[src/rtl/pipeline_stall_ctrl_pkg.sv]
// Shared constants for the pipeline stall/flush controller: stall vector layout,
// FSM encodings and register-address geometry.
package pipeline_stall_ctrl_pkg;

   localparam int REG_ADDR_W = 5;
   localparam logic [REG_ADDR_W-1:0] ZERO_REG_ADDR = 5'd0;

   localparam int STALL_W   = 6;
   localparam int STALL_PC  = 0;
   localparam int STALL_IF  = 1;
   localparam int STALL_ID  = 2;
   localparam int STALL_EX  = 3;
   localparam int STALL_MEM = 4;
   localparam int STALL_WB  = 5;

   localparam logic [STALL_W-1:0] STALL_NONE     = 6'b000000;
   localparam logic [STALL_W-1:0] STALL_LOAD_USE = 6'b000111;
   localparam logic [STALL_W-1:0] STALL_MD       = 6'b001111;

   localparam int MD_CNT_W = 4;

   localparam logic [1:0] ST_IDLE    = 2'b00;
   localparam logic [1:0] ST_MD_BUSY = 2'b01;
   localparam logic [1:0] ST_MD_DONE = 2'b10;

   function automatic logic stall_active(input logic [STALL_W-1:0] s);
      return (s != STALL_NONE);
   endfunction

endpackage

[src/rtl/pipeline_stall_ctrl_if.sv]
// Hazard-side inputs and stall/flush outputs of the stall controller.
// master = pipeline side, slave = controller side.
import pipeline_stall_ctrl_pkg::*;

interface pipeline_stall_ctrl_if #(parameter int CNT_W = 32);
   logic                    id_reg_read_en_1;
   logic [REG_ADDR_W-1:0]   id_reg_addr_1;
   logic                    id_reg_read_en_2;
   logic [REG_ADDR_W-1:0]   id_reg_addr_2;
   logic                    ex_write_reg_en;
   logic [REG_ADDR_W-1:0]   ex_write_reg_addr;
   logic                    ex_is_load;
   logic                    ex_md_start;
   logic                    exc_valid;
   logic [STALL_W-1:0]      stall;
   logic                    flush;
   logic                    md_busy;
   logic                    md_done;
   logic [CNT_W-1:0]        stall_cycles;

   modport master (
      output id_reg_read_en_1, id_reg_addr_1, id_reg_read_en_2, id_reg_addr_2,
             ex_write_reg_en, ex_write_reg_addr, ex_is_load, ex_md_start, exc_valid,
      input  stall, flush, md_busy, md_done, stall_cycles
   );

   modport slave (
      input  id_reg_read_en_1, id_reg_addr_1, id_reg_read_en_2, id_reg_addr_2,
             ex_write_reg_en, ex_write_reg_addr, ex_is_load, ex_md_start, exc_valid,
      output stall, flush, md_busy, md_done, stall_cycles
   );
endinterface

[src/rtl/pipeline_stall_ctrl_load_use_detect.sv]
// Combinational load-use hazard detector: a load in EX whose destination is read
// by an enabled ID operand; register 0 is hard-wired and never creates a hazard.
import pipeline_stall_ctrl_pkg::*;

module load_use_detect (
   input  logic                  id_reg_read_en_1,
   input  logic [REG_ADDR_W-1:0] id_reg_addr_1,
   input  logic                  id_reg_read_en_2,
   input  logic [REG_ADDR_W-1:0] id_reg_addr_2,
   input  logic                  ex_write_reg_en,
   input  logic [REG_ADDR_W-1:0] ex_write_reg_addr,
   input  logic                  ex_is_load,
   output logic                  load_use
);

   logic hit_1_s;
   logic hit_2_s;
   logic ex_load_dest_s;

   assign hit_1_s        = id_reg_read_en_1 && (id_reg_addr_1 == ex_write_reg_addr);
   assign hit_2_s        = id_reg_read_en_2 && (id_reg_addr_2 == ex_write_reg_addr);
   assign ex_load_dest_s = ex_is_load && ex_write_reg_en && (ex_write_reg_addr != ZERO_REG_ADDR);
   assign load_use       = ex_load_dest_s && (hit_1_s || hit_2_s);

endmodule

[src/rtl/pipeline_stall_ctrl.sv]
// Central stall/flush controller: load-use bubbles, mul/div EX occupancy,
// exception flush and a saturating stall-cycle counter.
import pipeline_stall_ctrl_pkg::*;

module pipeline_stall_ctrl #(
   parameter int MD_LATENCY = 4,
   parameter int CNT_W      = 32
) (
   input logic                   clk,
   input logic                   rst_n,
   pipeline_stall_ctrl_if.slave  bus
);

   // First cycle already stalls from IDLE, so BUSY needs MD_LATENCY-2 cycles: load MD_LATENCY-3.
   localparam logic [MD_CNT_W-1:0] MD_LOAD = (MD_LATENCY > 2) ? MD_CNT_W'(MD_LATENCY - 3) : 4'd0;

   logic [1:0]          state_r;
   logic [1:0]          state_nxt_s;
   logic [MD_CNT_W-1:0] cnt_r;
   logic [MD_CNT_W-1:0] cnt_nxt_s;
   logic [CNT_W-1:0]    stall_cycles_r;
   logic                md_stall_s;
   logic                load_use_s;
   logic [STALL_W-1:0]  stall_s;

   load_use_detect u_load_use_detect (
      .id_reg_read_en_1  (bus.id_reg_read_en_1),
      .id_reg_addr_1     (bus.id_reg_addr_1),
      .id_reg_read_en_2  (bus.id_reg_read_en_2),
      .id_reg_addr_2     (bus.id_reg_addr_2),
      .ex_write_reg_en   (bus.ex_write_reg_en),
      .ex_write_reg_addr (bus.ex_write_reg_addr),
      .ex_is_load        (bus.ex_is_load),
      .load_use          (load_use_s)
   );

   assign md_stall_s = ((state_r == ST_IDLE) && bus.ex_md_start) || (state_r == ST_MD_BUSY);

   // Mul/div occupancy FSM next state; an exception abandons the instruction in EX.
   always_comb begin
      state_nxt_s = state_r;
      cnt_nxt_s   = cnt_r;
      if (bus.exc_valid) begin
         state_nxt_s = ST_IDLE;
         cnt_nxt_s   = 4'd0;
      end else begin
         case (state_r)
            ST_IDLE: begin
               if (bus.ex_md_start) begin
                  if (MD_LATENCY == 2) begin
                     state_nxt_s = ST_MD_DONE;
                  end else begin
                     state_nxt_s = ST_MD_BUSY;
                     cnt_nxt_s   = MD_LOAD;
                  end
               end else begin
                  state_nxt_s = ST_IDLE;
               end
            end
            ST_MD_BUSY: begin
               if (cnt_r == 4'd0) begin
                  state_nxt_s = ST_MD_DONE;
               end else begin
                  cnt_nxt_s = cnt_r - 4'd1;
               end
            end
            ST_MD_DONE: begin
               state_nxt_s = ST_IDLE;
            end
            default: begin
               state_nxt_s = ST_IDLE;
               cnt_nxt_s   = 4'd0;
            end
         endcase
      end
   end

   // Stall vector by priority: exception, then mul/div, then load-use.
   always_comb begin
      stall_s = STALL_NONE;
      if (bus.exc_valid) begin
         stall_s = STALL_NONE;
      end else if (md_stall_s) begin
         stall_s = STALL_MD;
      end else if (load_use_s) begin
         stall_s = STALL_LOAD_USE;
      end else begin
         stall_s = STALL_NONE;
      end
   end

   // FSM state and occupancy counter.
   always_ff @(posedge clk or negedge rst_n) begin
      if (!rst_n) begin
         state_r <= ST_IDLE;
         cnt_r   <= 4'd0;
      end else begin
         state_r <= state_nxt_s;
         cnt_r   <= cnt_nxt_s;
      end
   end

   // Saturating count of stalled cycles.
   always_ff @(posedge clk or negedge rst_n) begin
      if (!rst_n) begin
         stall_cycles_r <= {CNT_W{1'b0}};
      end else if (stall_active(stall_s) && (stall_cycles_r != {CNT_W{1'b1}})) begin
         stall_cycles_r <= stall_cycles_r + {{(CNT_W-1){1'b0}}, 1'b1};
      end else begin
         stall_cycles_r <= stall_cycles_r;
      end
   end

   assign bus.stall        = rst_n ? stall_s : STALL_NONE;
   assign bus.flush        = rst_n && bus.exc_valid;
   assign bus.md_busy      = rst_n && md_stall_s;
   assign bus.md_done      = rst_n && (state_r == ST_MD_DONE) && !bus.exc_valid;
   assign bus.stall_cycles = stall_cycles_r;

endmodule

[src/flat_wrapper.sv]
// flat-port wrapper written by rule: the top's interface ports become plain ports
module pipeline_stall_ctrl_flat 
#(
   parameter int MD_LATENCY = 4,
   parameter int CNT_W      = 32
)
  (clk, rst_n, bus_id_reg_read_en_1, bus_id_reg_addr_1, bus_id_reg_read_en_2, bus_id_reg_addr_2, bus_ex_write_reg_en, bus_ex_write_reg_addr, bus_ex_is_load, bus_ex_md_start, bus_exc_valid, bus_stall, bus_flush, bus_md_busy, bus_md_done, bus_stall_cycles);
  pipeline_stall_ctrl_if #(.CNT_W(CNT_W)) bus_i ();
  input logic clk;
  input logic rst_n;
  input wire logic [$bits(bus_i.id_reg_read_en_1)-1:0] bus_id_reg_read_en_1;
  input wire logic [$bits(bus_i.id_reg_addr_1)-1:0] bus_id_reg_addr_1;
  input wire logic [$bits(bus_i.id_reg_read_en_2)-1:0] bus_id_reg_read_en_2;
  input wire logic [$bits(bus_i.id_reg_addr_2)-1:0] bus_id_reg_addr_2;
  input wire logic [$bits(bus_i.ex_write_reg_en)-1:0] bus_ex_write_reg_en;
  input wire logic [$bits(bus_i.ex_write_reg_addr)-1:0] bus_ex_write_reg_addr;
  input wire logic [$bits(bus_i.ex_is_load)-1:0] bus_ex_is_load;
  input wire logic [$bits(bus_i.ex_md_start)-1:0] bus_ex_md_start;
  input wire logic [$bits(bus_i.exc_valid)-1:0] bus_exc_valid;
  output wire logic [$bits(bus_i.stall)-1:0] bus_stall;
  output wire logic [$bits(bus_i.flush)-1:0] bus_flush;
  output wire logic [$bits(bus_i.md_busy)-1:0] bus_md_busy;
  output wire logic [$bits(bus_i.md_done)-1:0] bus_md_done;
  output wire logic [$bits(bus_i.stall_cycles)-1:0] bus_stall_cycles;
  assign bus_i.id_reg_read_en_1 = bus_id_reg_read_en_1;
  assign bus_i.id_reg_addr_1 = bus_id_reg_addr_1;
  assign bus_i.id_reg_read_en_2 = bus_id_reg_read_en_2;
  assign bus_i.id_reg_addr_2 = bus_id_reg_addr_2;
  assign bus_i.ex_write_reg_en = bus_ex_write_reg_en;
  assign bus_i.ex_write_reg_addr = bus_ex_write_reg_addr;
  assign bus_i.ex_is_load = bus_ex_is_load;
  assign bus_i.ex_md_start = bus_ex_md_start;
  assign bus_i.exc_valid = bus_exc_valid;
  assign bus_stall = bus_i.stall;
  assign bus_flush = bus_i.flush;
  assign bus_md_busy = bus_i.md_busy;
  assign bus_md_done = bus_i.md_done;
  assign bus_stall_cycles = bus_i.stall_cycles;
  pipeline_stall_ctrl #(.MD_LATENCY(MD_LATENCY), .CNT_W(CNT_W)) u_core (.clk(clk), .rst_n(rst_n), .bus(bus_i));
endmodule
[config.mk]
export PLATFORM = sky130hd
export DESIGN_NAME = pipeline_stall_ctrl_flat
export DESIGN_NICKNAME = d
export VERILOG_FILES = /design/src/rtl/pipeline_stall_ctrl_pkg.sv /design/src/rtl/pipeline_stall_ctrl_if.sv /design/src/rtl/pipeline_stall_ctrl_load_use_detect.sv /design/src/rtl/pipeline_stall_ctrl.sv /design/src/flat_wrapper.sv
export SDC_FILE = /design/constraint.sdc
export NUM_CORES = 1
export LEC_CHECK = 0
export CORE_ASPECT_RATIO = 2
export CORE_MARGIN = 2
export CORE_UTILIZATION = 40
export DETAILED_ROUTE_END_ITERATION = 16
export GPL_TIMING_DRIVEN = 0
export PLACE_DENSITY_LB_ADDON = 0.1
export REMOVE_ABC_BUFFERS = 1
export SLEW_MARGIN = 20
export SYNTH_ARGS = -nofsm -noshare
export SYNTH_HDL_FRONTEND = slang
export SYNTH_SLANG_ARGS = --single-unit
[constraint.sdc]
create_clock -name clk -period 3.07 [get_ports clk]
set_input_delay 0.4605 -clock clk [delete_from_list [all_inputs] [get_ports clk]]
set_output_delay 0.4605 -clock clk [all_outputs]
set_load 0.05 [all_outputs]
Word-level counts from Yosys, hierarchy flattened

Index checks and enable logic that the tools add are counted.

Memories kept: 0
Logic and storage cells: 45
RAM bits: 0
Flip-flop bits (word level): 38
Latch bits: 0
Memory bits (read-only): 0
Output and inout bits: 41

Bitwise operators: 0
Eq/ne operators: 9
$mul: 0
Reduce and logical (&&, ||, !) cells: 19
Divide/modulo/power cells: 0
$lt $le $gt $ge: 0
$add $sub $neg: 2
Shift operators: 0
Mux-type cells: 12

Operators with widths:

| cell                                             | count |
|---|---|
| adder 32 x 1 -> 32 bit, second input constant    | 1 |
| inequality test 32 bit, second input constant    | 1 |
| 2-to-1 mux 6 bit                                 | 3 |
| 2-to-1 mux 4 bit                                 | 3 |
| one-hot mux 4 bit (3 select lines)               | 1 |
| logical AND 1 bit                                | 11 |
| == test 5 bit                                    | 2 |
| inequality test 3 bit, second input constant     | 3 |
| nonzero test 6 bit                               | 1 |
| nonzero test 5 bit                               | 1 |
| logical NOT 4 bit                                | 1 |
| 2-to-1 mux 2 bit                                 | 2 |
| one-hot mux 2 bit (2 select lines)               | 1 |
| subtractor 4 x 1 -> 4 bit, second input constant | 1 |
| 2-to-1 mux 3 bit                                 | 1 |
| AND reduction 3 bit                              | 1 |
| == test 2 x 1 -> 1 bit, second input constant    | 1 |
| == test 2 bit, second input constant             | 1 |
| logical NOT 2 bit                                | 1 |
| logical OR 1 bit                                 | 2 |
| inequality test 2 bit, second input constant     | 1 |
| logical NOT 1 bit                                | 1 |
| 2-to-1 mux 1 bit                                 | 1 |

Depth between registers and ports, before layout

Gate-level depths: netlist of run 1.

Word-level depth: 9
Gate-level depth with buffers: 8
Gate-level depth less buffers: 8

Hierarchy

Synthesis of run 1 repeated with hierarchy kept, for this count alone.

Cell total of the unflattened synthesis: 213
Area total of the unflattened synthesis: 2119.5 µm²

By module, submodules not included:

| module              | cells each | times used | area each (µm²) |
|---|---|---|---|
| pipeline_stall_ctrl | 196        | 1          | 1984.4 |
| load_use_detect     | 17         | 1          | 135.1 |

Least setup slack after synthesis of run 1

OpenSTA, ideal clock, no wires.

Path kind: input to output
Start point: input bus_ex_write_reg_addr[1]
End point: output bus_stall[1]
Stages: 6
Slack: 0.411 ns
Arrival: 2.198 ns
Cells stage by stage: xnor2_1 > nand4_1 > o22a_1 > o21a_1 > nor2_1 > buf_4

Word-level cells in the longest chain between the ends: 8

Ends and longest elaborated chain:

| what                                 | line                                                                                 | source |
|---|---|---|
| start: declaration                   | flat_wrapper.sv:16                                                                   | `input wire logic [$bits(bus_i.ex_write_reg_addr)-1:0] bus_ex_write_reg_addr;` |
| == test 5 bit (on tied branches)     | pipeline_stall_ctrl_load_use_detect.sv:20, pipeline_stall_ctrl_load_use_detect.sv:21 |  |
| logical AND 1 bit (on tied branches) | pipeline_stall_ctrl_load_use_detect.sv:20, pipeline_stall_ctrl_load_use_detect.sv:21 |  |
| logical OR 1 bit                     | pipeline_stall_ctrl_load_use_detect.sv:23                                            | `assign load_use = ex_load_dest_s && (hit_1_s \|\| hit_2_s);` |
| logical AND 1 bit *                  | pipeline_stall_ctrl_load_use_detect.sv:23                                            |  |
| 2-to-1 mux 3 bit *                   | pipeline_stall_ctrl.sv:85                                                            | `end else if (load_use_s) begin` |
| 2-to-1 mux 6 bit *                   | pipeline_stall_ctrl.sv:83                                                            | `end else if (md_stall_s) begin` |
| 2-to-1 mux 6 bit *                   | pipeline_stall_ctrl.sv:81                                                            | `if (bus.exc_valid) begin` |
| 2-to-1 mux 6 bit *                   | pipeline_stall_ctrl.sv:114                                                           | `assign bus.stall = rst_n ? stall_s : STALL_NONE;` |
| end: declaration                     | flat_wrapper.sv:20                                                                   | `output wire logic [$bits(bus_i.stall)-1:0] bus_stall;` |

Every way passes the cells marked *; elsewhere a longest branch is shown, timed or not.

Final worst setup path of run 1

Start point: input bus_exc_valid
End point: output bus_md_done

Word-level cells in the longest chain between the ends: 2

Ends and longest elaborated chain:

| what               | line                       | source |
|---|---|---|
| start: declaration | flat_wrapper.sv:19         | `input wire logic [$bits(bus_i.exc_valid)-1:0] bus_exc_valid;` |
| logical NOT 1 bit  | pipeline_stall_ctrl.sv:117 | `assign bus.md_done = rst_n && (state_r == ST_MD_DONE) && !bus.exc_valid;` |
| logical AND 1 bit  | pipeline_stall_ctrl.sv:117 |  |
| end: declaration   | flat_wrapper.sv:23         | `output wire logic [$bits(bus_i.md_done)-1:0] bus_md_done;` |

No other way between the ends.

==> impl_metrics.yaml, run 1 <==
status:
  run_status: "finished clean"
cells_and_area:
  num_antenna_cells: 0
  finish.utilization: 0.555
  layout-area-overhead-vs-synth_pct: 33.9
  fin_nets: 295
  drive_above_1_share: 0.104
global_routing:
  global_route_wire_length_before_repair_microns: 8400
  grt_antenna_before_repair: 0
  number_of_global_route_vias_before_repair: 1787
  grt_start_max_net_pins: 26
  groute.usage.overall: 0.178
  globalRoute.totalOverflow: 0
synthesis:
  ys_seq_elements: 38
  synthesis.instances: 205
  syn_area_sq_mm: 0.00213
  yosys.area.top_type: "sky130_fd_sc_hd__dfrtp_1"
  netlist-cell-type-count: 46
  ys_seq_area_frac: 0.447
  number_of_flops_mapped_to_enable_cells_by_yosys: 0
  synth_top_flop_cell: "sky130_fd_sc_hd__dfrtp_1"
  syn_area_per_cell_sq_um: 10.4
  netlist.area_leader.share: 0.447
  top_cells_by_area_synth: "sky130_fd_sc_hd__dfrtp_1, sky130_fd_sc_hd__xnor2_1, sky130_fd_sc_hd__xor2_1"
  synth_warnings: 0
  asyncSetResetFlopFracSynth: 1.00
critical_path:
  worst-r2r-setup-slack_ns: 0.79
  nature_of_the_critical_path_startpoint: "input pin"
  critical_path_arrival_ns: 2.32
  worst_setup_path_end_kind: "primary output"
  timing.setup.critical_path_class: "in2out"
  critPathMaxFanout: 10
  critPathRequiredTime_ns: 2.61
power:
  p_leak_uw: 0.00125
  total_power_uw: 1430
  max_ir_drop_vdd_uv: 626
  p_per_area_mw_per_mm2: 502
cts:
  clkSinkCount: 38
  cts_buffer_depth: 2
  inserted_clock_buffers: 5
  clkSlewWorstSetupHoldPaths_ns: 0.07
  tritoncts: "done"
  clock_latency_on_the_worst_skew_pair_ns: 0.28
  ctsRootBufferMaster: "sky130_fd_sc_hd__clkbuf_8"
  cts-htree-levels: 2
floorplanning:
  core-area_sq_mm: 0.00514
  floorplan.io_pins: 64
  design.die.area_sq_mm: 0.00596
  initial_core_util: 0.414
  rows: 37
  die_y_microns: 107
  dieWidth_microns: 55.6
sta:
  worst_slew_pin_slew_ns: 0.659
  finalHoldViolCount: 0
  report.final.setup_viol: 0
  fin_worst_hold_slack_ns: 0.108
  part_of_the_cycle_the_worst_path_needs: 0.906
  relSlewSlack: 0.559
  rsz0062_at_grt: "false"
  period_needed_ns: 2.78
  achievable-frequency_mhz: 360
  finClkSkew_ns: 0.00255
  slew_viol_final: 0
detailed_routing:
  detailedRoute.firstPassIterationCount: 4
  drc: 0
  post_drt_wl_per_cell_microns: 14.9
  route.vias.total: 1720
  avgViaCountPerCell: 5.24
  drt-initial-drc-count: 41
  drtAntennaViolNets: 0
  postRouteWirelength_microns: 4890
placement:
  number_of_buffers_inserted_by_port_buffering: 61
  routabilityCongestion: 0.736
  hpwl_microns: 3780
min_path:
  min_path_type: "in2async"
run:
  max-cap-violations: 0
==> cells in the mapped netlist (2+ instances only) <==
cell type / n
sky130_fd_sc_hd__nand4_1: 7
sky130_fd_sc_hd__nor3_2: 3
sky130_fd_sc_hd__and4_1: 3
sky130_fd_sc_hd__nor2_1: 11
sky130_fd_sc_hd__nand2_1: 21
sky130_fd_sc_hd__nand2b_1: 2
sky130_fd_sc_hd__nor2b_1: 2
sky130_fd_sc_hd__nor3_1: 8
sky130_fd_sc_hd__inv_1: 7
sky130_fd_sc_hd__nor4_1: 5
sky130_fd_sc_hd__and4_4: 2
sky130_fd_sc_hd__o22ai_1: 2
sky130_fd_sc_hd__nor3b_1: 3
sky130_fd_sc_hd__nand3_1: 13
sky130_fd_sc_hd__buf_4: 4
sky130_fd_sc_hd__dfrtp_1: 38
sky130_fd_sc_hd__and3_1: 2
sky130_fd_sc_hd__xnor2_1: 22
sky130_fd_sc_hd__xor2_1: 21
sky130_fd_sc_hd__ha_1: 3
==> what timing repair did <==
item	4_1_cts	5_1_grt
setup buffers	0	0
endpoints found under the setup margin	3	3
pin swaps	0	0
gates resized for setup	3	6
hold buffers	0	0
==> layer usage <==
layer	vias up	track usage	share of wire
met1	821	0.186	0.38
li1	839	-	-
met5	-	0	0
met3	7	0.0314	0.054
met2	53	0.343	0.55
met4	0	0.0679	0.017
==> cells in the final DEF, fill, tap and decap left out, types with 5 or more instances in the layout <==
cell type	n
sky130_fd_sc_hd__dfrtp_1	38
sky130_fd_sc_hd__nor2_1	11
sky130_fd_sc_hd__clkdlybuf4s50_1	57
sky130_fd_sc_hd__nand2_1	21
sky130_fd_sc_hd__xnor2_1	22
sky130_fd_sc_hd__nand3_1	13
sky130_fd_sc_hd__clkbuf_8	6
sky130_fd_sc_hd__nor4_1	5
sky130_fd_sc_hd__xor2_1	21
sky130_fd_sc_hd__inv_1	7
sky130_fd_sc_hd__nand4_1	7
sky130_fd_sc_hd__nor3_1	8
==> through the flow <==
stage                     std cells  setup TNS [ns]  setup slack (ns)  cell area [sq um]
final                           328               0             0.289               2850
after global routing            328               0             0.203               2850
after global placement          319           -6.47             -1.02               2760
after CTS                       328               0            0.0919               2860
after detailed placement        320          -0.584            -0.202               2770
after floorplan                 200           -1.20            -0.399               2080
==> flip-flops by register name, summed over array words and instances, names as in the netlist <==
| signal | cells |
|---|---|
| u_core.cnt_r | 4 |
| u_core.state_r | 2 |
| u_core.bus.stall_cycles | 32 |
==> cell type report <==
| class | instances | area, sq um |
|---|---|---|
| tap | 58 | 72.6 |
| timing repair buffer | 62 | 611 |
| multi-input combinational | 155 | 1100 |
| sequential | 38 | 951 |
| fill | 486 | 2290 |
| clock buffer | 7 | 86.3 |
| clock inverter | 1 | 5.00 |
| inverter | 7 | 26.3 |
==> power breakdown <==
part	switching (uW)	internal [uW]	leakage, uW	total (uW)
clock network	169	181	0.0000482	351
registers	65.9	551	0.000503	617
logic	285	178	0.000697	463
==> kinds of logic after synthesis <==
kind of cell | share of synthesized area
AO/OA/AOI/OAI | 0.0606
XOR/XNOR | 0.177
adder cells (fa/ha/maj) | 0.0176
buffers and inverters | 0.0388
flip-flops | 0.447
other | 0.00176
AND/OR/NAND/NOR | 0.258
==> worst max-delay path, stage by stage <==
cell and delay (ns):
sky130_fd_sc_hd__clkdlybuf4s50_1 0.58, sky130_fd_sc_hd__nand2b_1 0.26, sky130_fd_sc_hd__nor3b_1 0.19, sky130_fd_sc_hd__clkdlybuf4s50_1 0.83
==> path summary, 6_finish.rpt <==
path | startpoint | to | depth (start not counted)
max | bus_exc_valid | bus_md_done | 4
min | rst_n | u_core.bus.stall_cycles[27] | 1
max reg2reg | u_core.bus.stall_cycles[0] | u_core.bus.stall_cycles[31] | 7
min reg2reg | u_core.bus.stall_cycles[27] | u_core.bus.stall_cycles[27] | 1
max in group asynchronous | rst_n | u_core.cnt_r[3] | 2
min in group clk | u_core.bus.stall_cycles[27] | u_core.bus.stall_cycles[27] | 1
(Power assumes the default switching activity.)
==> inputs of run 2 (changes only) <==
--- a/config.mk
+++ b/config.mk
@@ -7,7 +7,8 @@
 export LEC_CHECK = 0
 export CORE_ASPECT_RATIO = 2
 export CORE_MARGIN = 2
-export CORE_UTILIZATION = 40
+export CORE_UTILIZATION = 51
+export CTS_CLUSTER_SIZE = 40
 export DETAILED_ROUTE_END_ITERATION = 16
 export GPL_TIMING_DRIVEN = 0
 export PLACE_DENSITY_LB_ADDON = 0.1
==> run 2 against run 1 <==
Combinational power barely moved. Utilization rose by 15 points. Critical path depth rose by 3. Non-clock buffer count did not move. Clock skew rose by 0.0031 ns. Count of clock-buffer cells in the layout fell by 2. First-iteration DRC count fell by 12%. Register-to-register slack barely moved. Flip-flop and latch count did not move. Worst hold slack got worse by 0.036 ns. Sequential share of layout area fell by 0.25 points. Critical endpoint is now bus_stall[0]. Largest power group unchanged.
==> impl_metrics.yaml, run 2 (synthesized netlist as in run 1, its figures left out) <==
critical_path:
  setup.worst_path.start: "bus_ex_write_reg_addr[1]"
  worst-path-buf-inv: 2
  slowest_stage: "sky130_fd_sc_hd__dlygate4sd2_1"
  worst_setup_path_end_kind: "primary output"
  family_with_the_most_delay_on_the_worst_path: "buffers and inverters"
  nature_of_the_critical_path_startpoint: "input pin"
  slowest_delay_ns: 0.55
  critical_path_arrival_ns: 2.46
  critPathMaxFanout: 3
  timing.setup.critical_path_class: "in2out"
  critPathRequiredTime_ns: 2.61
  path_cells: "clkdlybuf4s50_1 > xnor2_1 > nand4_1 > o22a_1 > o21a_1 > nor2_1 > dlygate4sd2_1"
  r2r-start: "u_core.bus.stall_cycles[0]"
floorplanning:
  design.die.area_sq_mm: 0.00474
  core-area_sq_mm: 0.00405
  die_y_microns: 95.4
  floorplan.io_pins: 64
  initial_core_util: 0.526
  dieWidth_microns: 49.7
  rows: 33
global_routing:
  globalRoute.totalOverflow: 0
  grt_start_max_net_pins: 28
  grt_antenna_before_repair: 0
  global_route_wire_length_before_repair_microns: 8100
  groute.usage.overall: 0.223
  number_of_global_route_vias_before_repair: 1730
status:
  run_status: "finished clean"
placement:
  number_of_buffers_inserted_by_port_buffering: 61
  place.detailed.instances: 314
  hpwl_microns: 3720
  routabilityCongestion: 0.730
  place_ws_ns: -0.174
detailed_routing:
  avgViaCountPerCell: 5.36
  drc: 0
  drt-initial-drc-count: 36
  drtAntennaViolNets: 0
  postRouteWirelength_microns: 4770
  route.vias.total: 1725
  post_drt_wl_per_cell_microns: 14.8
  detailedRoute.firstPassIterationCount: 4
cts:
  post_cts_resized: 3
  ctsRootBufferMaster: "sky130_fd_sc_hd__clkbuf_8"
  clkSlewWorstSetupHoldPaths_ns: 0.07
  cts_hold_buf: 0
  tritoncts: "done"
  post-cts-setup-buffer-count: 0
  cts-htree-levels: 2
  inserted_clock_buffers: 5
  clock_latency_on_the_worst_skew_pair_ns: 0.29
  clkSinkCount: 38
  cts_buffer_depth: 2
sta:
  worst_slew_pin_slew_ns: 0.643
  period_needed_ns: 2.92
  finalHoldViolCount: 0
  achievable-frequency_mhz: 343
  timing.final.ws_setup_ns: 0.151
  part_of_the_cycle_the_worst_path_needs: 0.951
  fin_worst_hold_slack_ns: 0.0725
  report.final.setup_viol: 0
  slew_viol_final: 0
  rsz0062_at_grt: "false"
  finClkSkew_ns: 0.00563
  relSlewSlack: 0.569
cells_and_area:
  most_frequent_cells_in_the_layout: "sky130_fd_sc_hd__clkdlybuf4s50_1, sky130_fd_sc_hd__dfrtp_1, sky130_fd_sc_hd__xnor2_1"
  largest_register_ff_count: 32
  instances_no_fill: 322
  final_common_cell: "sky130_fd_sc_hd__clkdlybuf4s50_1"
  num_antenna_cells: 0
  layout-area-overhead-vs-synth_pct: 34.9
  drive_above_1_share: 0.0963
  number_of_inserted_filler_cells_in_the_final_layout: 364
  fin_nets: 295
power:
  p_leak_uw: 0.00127
  max_ir_drop_vdd_uv: 527
  p_per_area_mw_per_mm2: 521
min_path:
  min_path_type: "in2async"
run:
  max-cap-violations: 0
[run 2: report_power, final]
part / internal (uW) / switching, uW / total, uW
clock: 239 / 177 / 416
combinational: 180 / 284 / 464
sequential: 551 / 66.2 / 617
total: 969 / 527 / 1500
[run 2: path summary, 6_finish.rpt]
path,cells after the start,slack [ns],end
max,7,0.15,bus_stall[0]
min,1,0.07,u_core.bus.stall_cycles[24]
max reg2reg,7,0.80,u_core.bus.stall_cycles[31]
min reg2reg,1,0.49,u_core.bus.stall_cycles[14]
max in group asynchronous,2,2.55,u_core.bus.stall_cycles[8]
min in group clk,1,0.49,u_core.bus.stall_cycles[14]
[run 2: area by class of cell]
class / instances / area, sq um / area share
Tap cell: 52 / 65.1 / 0.0227
Timing Repair Buffer: 62 / 622 / 0.217
Clock buffer: 5 / 68.8 / 0.0240
Clock inverter: 3 / 40.0 / 0.0139
Multi-Input combinational cell: 155 / 1100 / 0.383
Sequential cell: 38 / 951 / 0.331
Inverter: 7 / 26.3 / 0.00915
[run 2: layer usage]
metal	vias to the layer above	global-route usage	wire [microns]
met5	-	0	0
met4	0	0.0833	72
met3	7	0.0361	165
met2	42	0.427	2770
met1	834	0.240	1760
li1	842	-	-
[run 2: per-stage QoR]
stage / util / power, uW / setup TNS [ns] / area [sq um]
floorplan: - / 924 / -1.20 / 2080
global placement: 0.680 / 1090 / -6.17 / 2750
detailed placement: 0.684 / 1100 / -0.505 / 2770
CTS: 0.710 / 1510 / 0 / 2870
global route: 0.710 / 1570 / 0 / 2870
finish: 0.710 / 1500 / 0 / 2870
[run 2: worst reg2reg max path, cell delays in order, from the launching register on]
cell	delay [ns]
sky130_fd_sc_hd__dfrtp_1	0.43
sky130_fd_sc_hd__ha_1	0.23
sky130_fd_sc_hd__and4_1	0.25
sky130_fd_sc_hd__nor3b_2	0.20
sky130_fd_sc_hd__nand2_1	0.14
sky130_fd_sc_hd__o211ai_4	0.58
sky130_fd_sc_hd__nor3_1	0.16
sky130_fd_sc_hd__xor2_1	0.17
==> RTL edit 1: new RTL, flow settings as in run 1 <==
The package constant `MD_CNT_W` goes from 4 to 6.
--- a/src/rtl/pipeline_stall_ctrl_pkg.sv
+++ b/src/rtl/pipeline_stall_ctrl_pkg.sv
@@ -17,7 +17,7 @@
    localparam logic [STALL_W-1:0] STALL_LOAD_USE = 6'b000111;
    localparam logic [STALL_W-1:0] STALL_MD       = 6'b001111;
 
-   localparam int MD_CNT_W = 4;
+   localparam int MD_CNT_W = 6;
 
    localparam logic [1:0] ST_IDLE    = 2'b00;
    localparam logic [1:0] ST_MD_BUSY = 2'b01;
Function: no difference found for any inputs over 10 cycles, from zero or initial values and one cycle with rst_n low; that may be too few to reach the edited logic, so the function may still have changed.
==> RTL edit 1 against run 1 <==
Die area up 7.3%; setup slack got worse by 0.034 ns; total power rose by 17%; register-to-register slack gained 0.13 ns; core utilization shrank 0.80 points; synthesized area up 7.7%; design area up 7.6%; synthesized cell count rose by 10%; non-clock buffer count unchanged; critical endpoint is now bus_stall[2]; sequential share of layout area fell by 0.74 points; routed wire length up 1.9%; maximum frequency decreased by 1.2%; highest routed layer unchanged; sequential cell count rose by 2.
==> RTL edit 1: results (changes against run 1) <==
grt_max_degree: 31  # was 26
netlist_top_cells_count: "40 x dfrtp_1, 28 x xor2_1, 21 x nand2_1"  # was 38 x dfrtp_1, 22 x xnor2_1, 21 x nand2_1, 21 x xor2_1, 13 x nand3_1
r2r-end: "u_core.bus.stall_cycles[1]$_DFFE_PN0P_"  # was u_core.bus.stall_cycles[31]$_DFFE_PN0P_
wl_per_cell_um: 14.2  # was 14.9 um
r2r_cells: 6  # was 7
grt_first_pass_wirelength_um: 8420  # was 8400 um
synthCells: 226  # was 205
drt_iter0_markers: 63  # was 41
multi_input_area_share_pct: 39.3  # was 38.5%
dr_total_vias: 1814  # was 1720
fin_crit_ns: 2.82  # was 2.78 ns
comb.multi_input.count: 174  # was 155
worstPathArrival_ns: 2.35  # was 2.32 ns
skew_ns: 0.00378  # was 0.00255 ns
place_congestion: 0.790  # was 0.736
critical_path.endpoint: "bus_stall[2]"  # was bus_md_done
layout.nonclk_buf_share_pct: 20.3  # was 21.4%
critPathLaunch: "bus_ex_write_reg_addr[4]"  # was bus_exc_valid
vdd.ir_drop.worst_mv: 0.612  # was 0.626 mV
final_cells: 350  # was 328
drive_above_1_share_pct: 9.69  # was 10.4%
place_ws_ns: -0.101  # was -0.202 ns
leakagePower_nw: 1.43  # was 1.25 nW
cp_max_fo: 3  # was 10
root_buffer: "clkbuf_16"  # was clkbuf_8
inv_count: 5  # was 7
worstMarginPinSlew_ns: 0.501  # was 0.659 ns
r2r_slack_ns: 0.92  # was 0.79 ns
power_density_mw_per_mm2: 547  # was 502 mW/mm2
seq_area_frac_synth_pct: 43.7  # was 44.7%
max_stage_delay_ns: 0.55  # was 0.83 ns
power.clock.total_uw: 511  # was 351 uW
hold_ws_ns: 0.108  # about the same
cts_resized: 4  # was 3
clock_area_share_pct: 4.69  # was 3.20%
ff_latch_area_mm2: 0.00100  # was 951 um2
fin_nets: 314  # was 295
status: "complete, no violations"  # unchanged
switchingPower_uw: 592  # was 520 uW
placed_area_mm2: 0.00292  # was 0.00277 mm2
clock_buffers: 5  # was 7
ys_top_cells_by_area: "dfrtp_1 44%, xor2_1 11%, xnor2_1 6.5%"  # was dfrtp_1 45%, xnor2_1 9.1%, xor2_1 8.6%
slowest_stage: "dlygate4sd2_1"  # was clkdlybuf4s50_1
hpwl_um: 3680  # was 3780 um
==> RTL edit 1: cell types whose count changed after synthesis, sizes merged, moves of 3 or more <==
cell,run 1,this run
nor4,5,8
xnor2,22,17
and2,1,5
nor3,11,14
and4,6,2
nor2,12,19
xor2,21,28
and3,3,9
==> RTL edit 1: layer usage <==
| metal | global-route usage, % | vias to the layer above | routed length [um] |
|---|---|---|---|
| met2 | 25.8 | 51 | 2340 |
| met4 | 6.98 | 0 | 97 |
| li1 | - | 895 | - |
| met1 | 21.6 | 861 | 2260 |
| met5 | 0 | - | 0 |
| met3 | 4.08 | 7 | 287 |
==> RTL edit 1: kinds of logic after synthesis <==
| group | synth area share [%] |
|---|---|
| simple gates | 28.7 |
| buf+inv | 4.09 |
| flops | 43.7 |
| xor+xnor | 17.2 |
| mux | 0.491 |
| other cells | 0.164 |
| compound gates | 4.04 |
| fa+ha+maj | 1.64 |
==> RTL edit 2: new RTL, flow settings as in run 1 <==
Without the edit above. Make the reset (`rst_n`) synchronous in 2 clocked blocks.
--- a/src/rtl/pipeline_stall_ctrl.sv
+++ b/src/rtl/pipeline_stall_ctrl.sv
@@ -90,7 +90,7 @@
    end
 
    // FSM state and occupancy counter.
-   always_ff @(posedge clk or negedge rst_n) begin
+   always_ff @(posedge clk) begin
       if (!rst_n) begin
          state_r <= ST_IDLE;
          cnt_r   <= 4'd0;
@@ -101,7 +101,7 @@
    end
 
    // Saturating count of stalled cycles.
-   always_ff @(posedge clk or negedge rst_n) begin
+   always_ff @(posedge clk) begin
       if (!rst_n) begin
          stall_cycles_r <= {CNT_W{1'b0}};
       end else if (stall_active(stall_s) && (stall_cycles_r != {CNT_W{1'b1}})) begin
Behaviour: differs if rst_n is asserted again (counterexample within 4 cycles, from zero or initial values and one cycle with rst_n low); with rst_n held inactive, the same outputs for 10 cycles.
==> RTL edit 2 against run 1 <==
Sequential cell count unchanged; routed wire length up 9.5%; global-route usage up 1.2 points; maximum frequency down 3.5%; synthesized cell count up 28%; synthesized area up 1.1%; count of clock-buffer cells in the layout unchanged; design area down 0.75%; non-clock buffer count down 1; setup slack worse by 0.10 ns; highest routed layer unchanged.
Power is not compared: it rests on default switching activity, and its combinational part moved more than twofold at a synthesized area within 25%.
==> RTL edit 2: results (changes against run 1) <==
status: "complete, no violations"  # unchanged
vdd.ir_drop.worst_mv: 0.264
yosysWarnings: 0  # unchanged
cp_max_fo: 3  # was 10
via_per_inst: 5.51  # was 5.24
worstPathArrival_ns: 2.42  # was 2.32 ns
grt_max_degree: 30  # was 26
place_inst: 369  # was 320
synth_mux_area_share_pct: 2.79  # was 0%
synthXorXnorAreaFrac_pct: 6.11  # was 17.7%
synthFlopType: "dfxtp_1"  # was dfrtp_1
synth_compound_area_share_pct: 15.0  # was 6.06%
skew_ns: 0.00785  # was 0.00255 ns
synth_cell_types: 43  # was 46
netlist_top_cells_count: "38 x dfxtp_1, 33 x nand2_1, 22 x nor2_1"  # was 38 x dfrtp_1, 22 x xnor2_1, 21 x nand2_1, 21 x xor2_1, 13 x nand3_1
drt_iter0_markers: 64  # was 41
place_congestion: 0.791  # was 0.736
avgSynthCellArea_um2: 8.18  # was 10.4 um2
place_ws_ns: -0.887  # was -0.202 ns
dr_total_vias: 2071  # was 1720
hp-class: "reg2reg"  # was in2async
grtUsageTotal_pct: 19.0  # was 17.8%
cts_resized: 8  # was 3
fin_nets: 344  # was 295
synthAdderAreaFrac_pct: 1.75  # was 1.76%
clk_path_buf_depth: 2  # unchanged
wl_um: 5360  # was 4890 um
antenna_found_initial: 0  # unchanged
placed_area_mm2: 0.00275  # was 0.00277 mm2
grt_first_pass_wirelength_um: 9200  # was 8400 um
hpwl_um: 4040  # was 3780 um
seq_area_frac_synth_pct: 35.4  # was 44.7%
synth_async_sr_flop_share_pct: 0  # was 100%
ys_top_cells_by_area: "dfxtp_1 35%, nand2_1 5.8%, xnor2_1 5.3%"  # was dfrtp_1 45%, xnor2_1 9.1%, xor2_1 8.6%
slew_headroom_pct: 61.5  # was 55.9%
drive_above_1_share_pct: 5.35  # was 10.4%
-- RTL edit 2: changes by cell type after synthesis, sizes merged, moves of 10 or more --
cell	run 1	this run
xor2	21	2
nor2	12	22
or4	1	15
dfrtp	38	0
nand2	21	33
o31ai	0	10
dfxtp	0	38
a21oi	1	21
-- RTL edit 2: per-layer routing --
layer  vias to the layer above  share of wire [%]  track usage, %
met3                        10                2.3            2.52
met4                         0                2.5            9.35
li1                       1057                  -               -
met5                         -                  0               0
met1                       973                 40            19.5
met2                        31                 55            36.6
-- RTL edit 2: path summary, 6_finish.rpt --
check	slack, ns	cells past startpoint	endpoint	from
max	0.19	6	bus_stall[2]	bus_ex_write_reg_addr[1]
min	0.48	2	u_core.cnt_r[1]$_SDFFE_PP0P_	u_core.cnt_r[1]$_SDFFE_PP0P_
max reg2reg	0.57	6	u_core.bus.stall_cycles[28]$_SDFFE_PN0P_	u_core.bus.stall_cycles[0]$_SDFFE_PN0P_
min reg2reg	0.48	2	u_core.cnt_r[1]$_SDFFE_PP0P_	u_core.cnt_r[1]$_SDFFE_PP0P_
-- RTL edit 2: layout make-up --
cell class / instances / area [um2]
clock buffers: 7 / 76.3
fillers: 521 / 2360
repair buffers: 61 / 608
inverters: 9 / 38.8
multi-input cells: 203 / 1270
well taps: 58 / 72.6
flip-flops and latches: 38 / 761
-- RTL edit 2: power breakdown --
part / switching, mW / internal, mW
logic: 0.0813 / 0.0600
registers: 0.00691 / 0.498
clock network: 0.169 / 0.156
total: 0.258 / 0.714
-- RTL edit 2: worst max-delay path: stages --
cell	delay [ns]
clkdlybuf4s50_1	0.47
or4_1	0.53
o211ai_1	0.25
nand2b_1	0.14
a21oi_1	0.09
dlygate4sd2_1	0.47
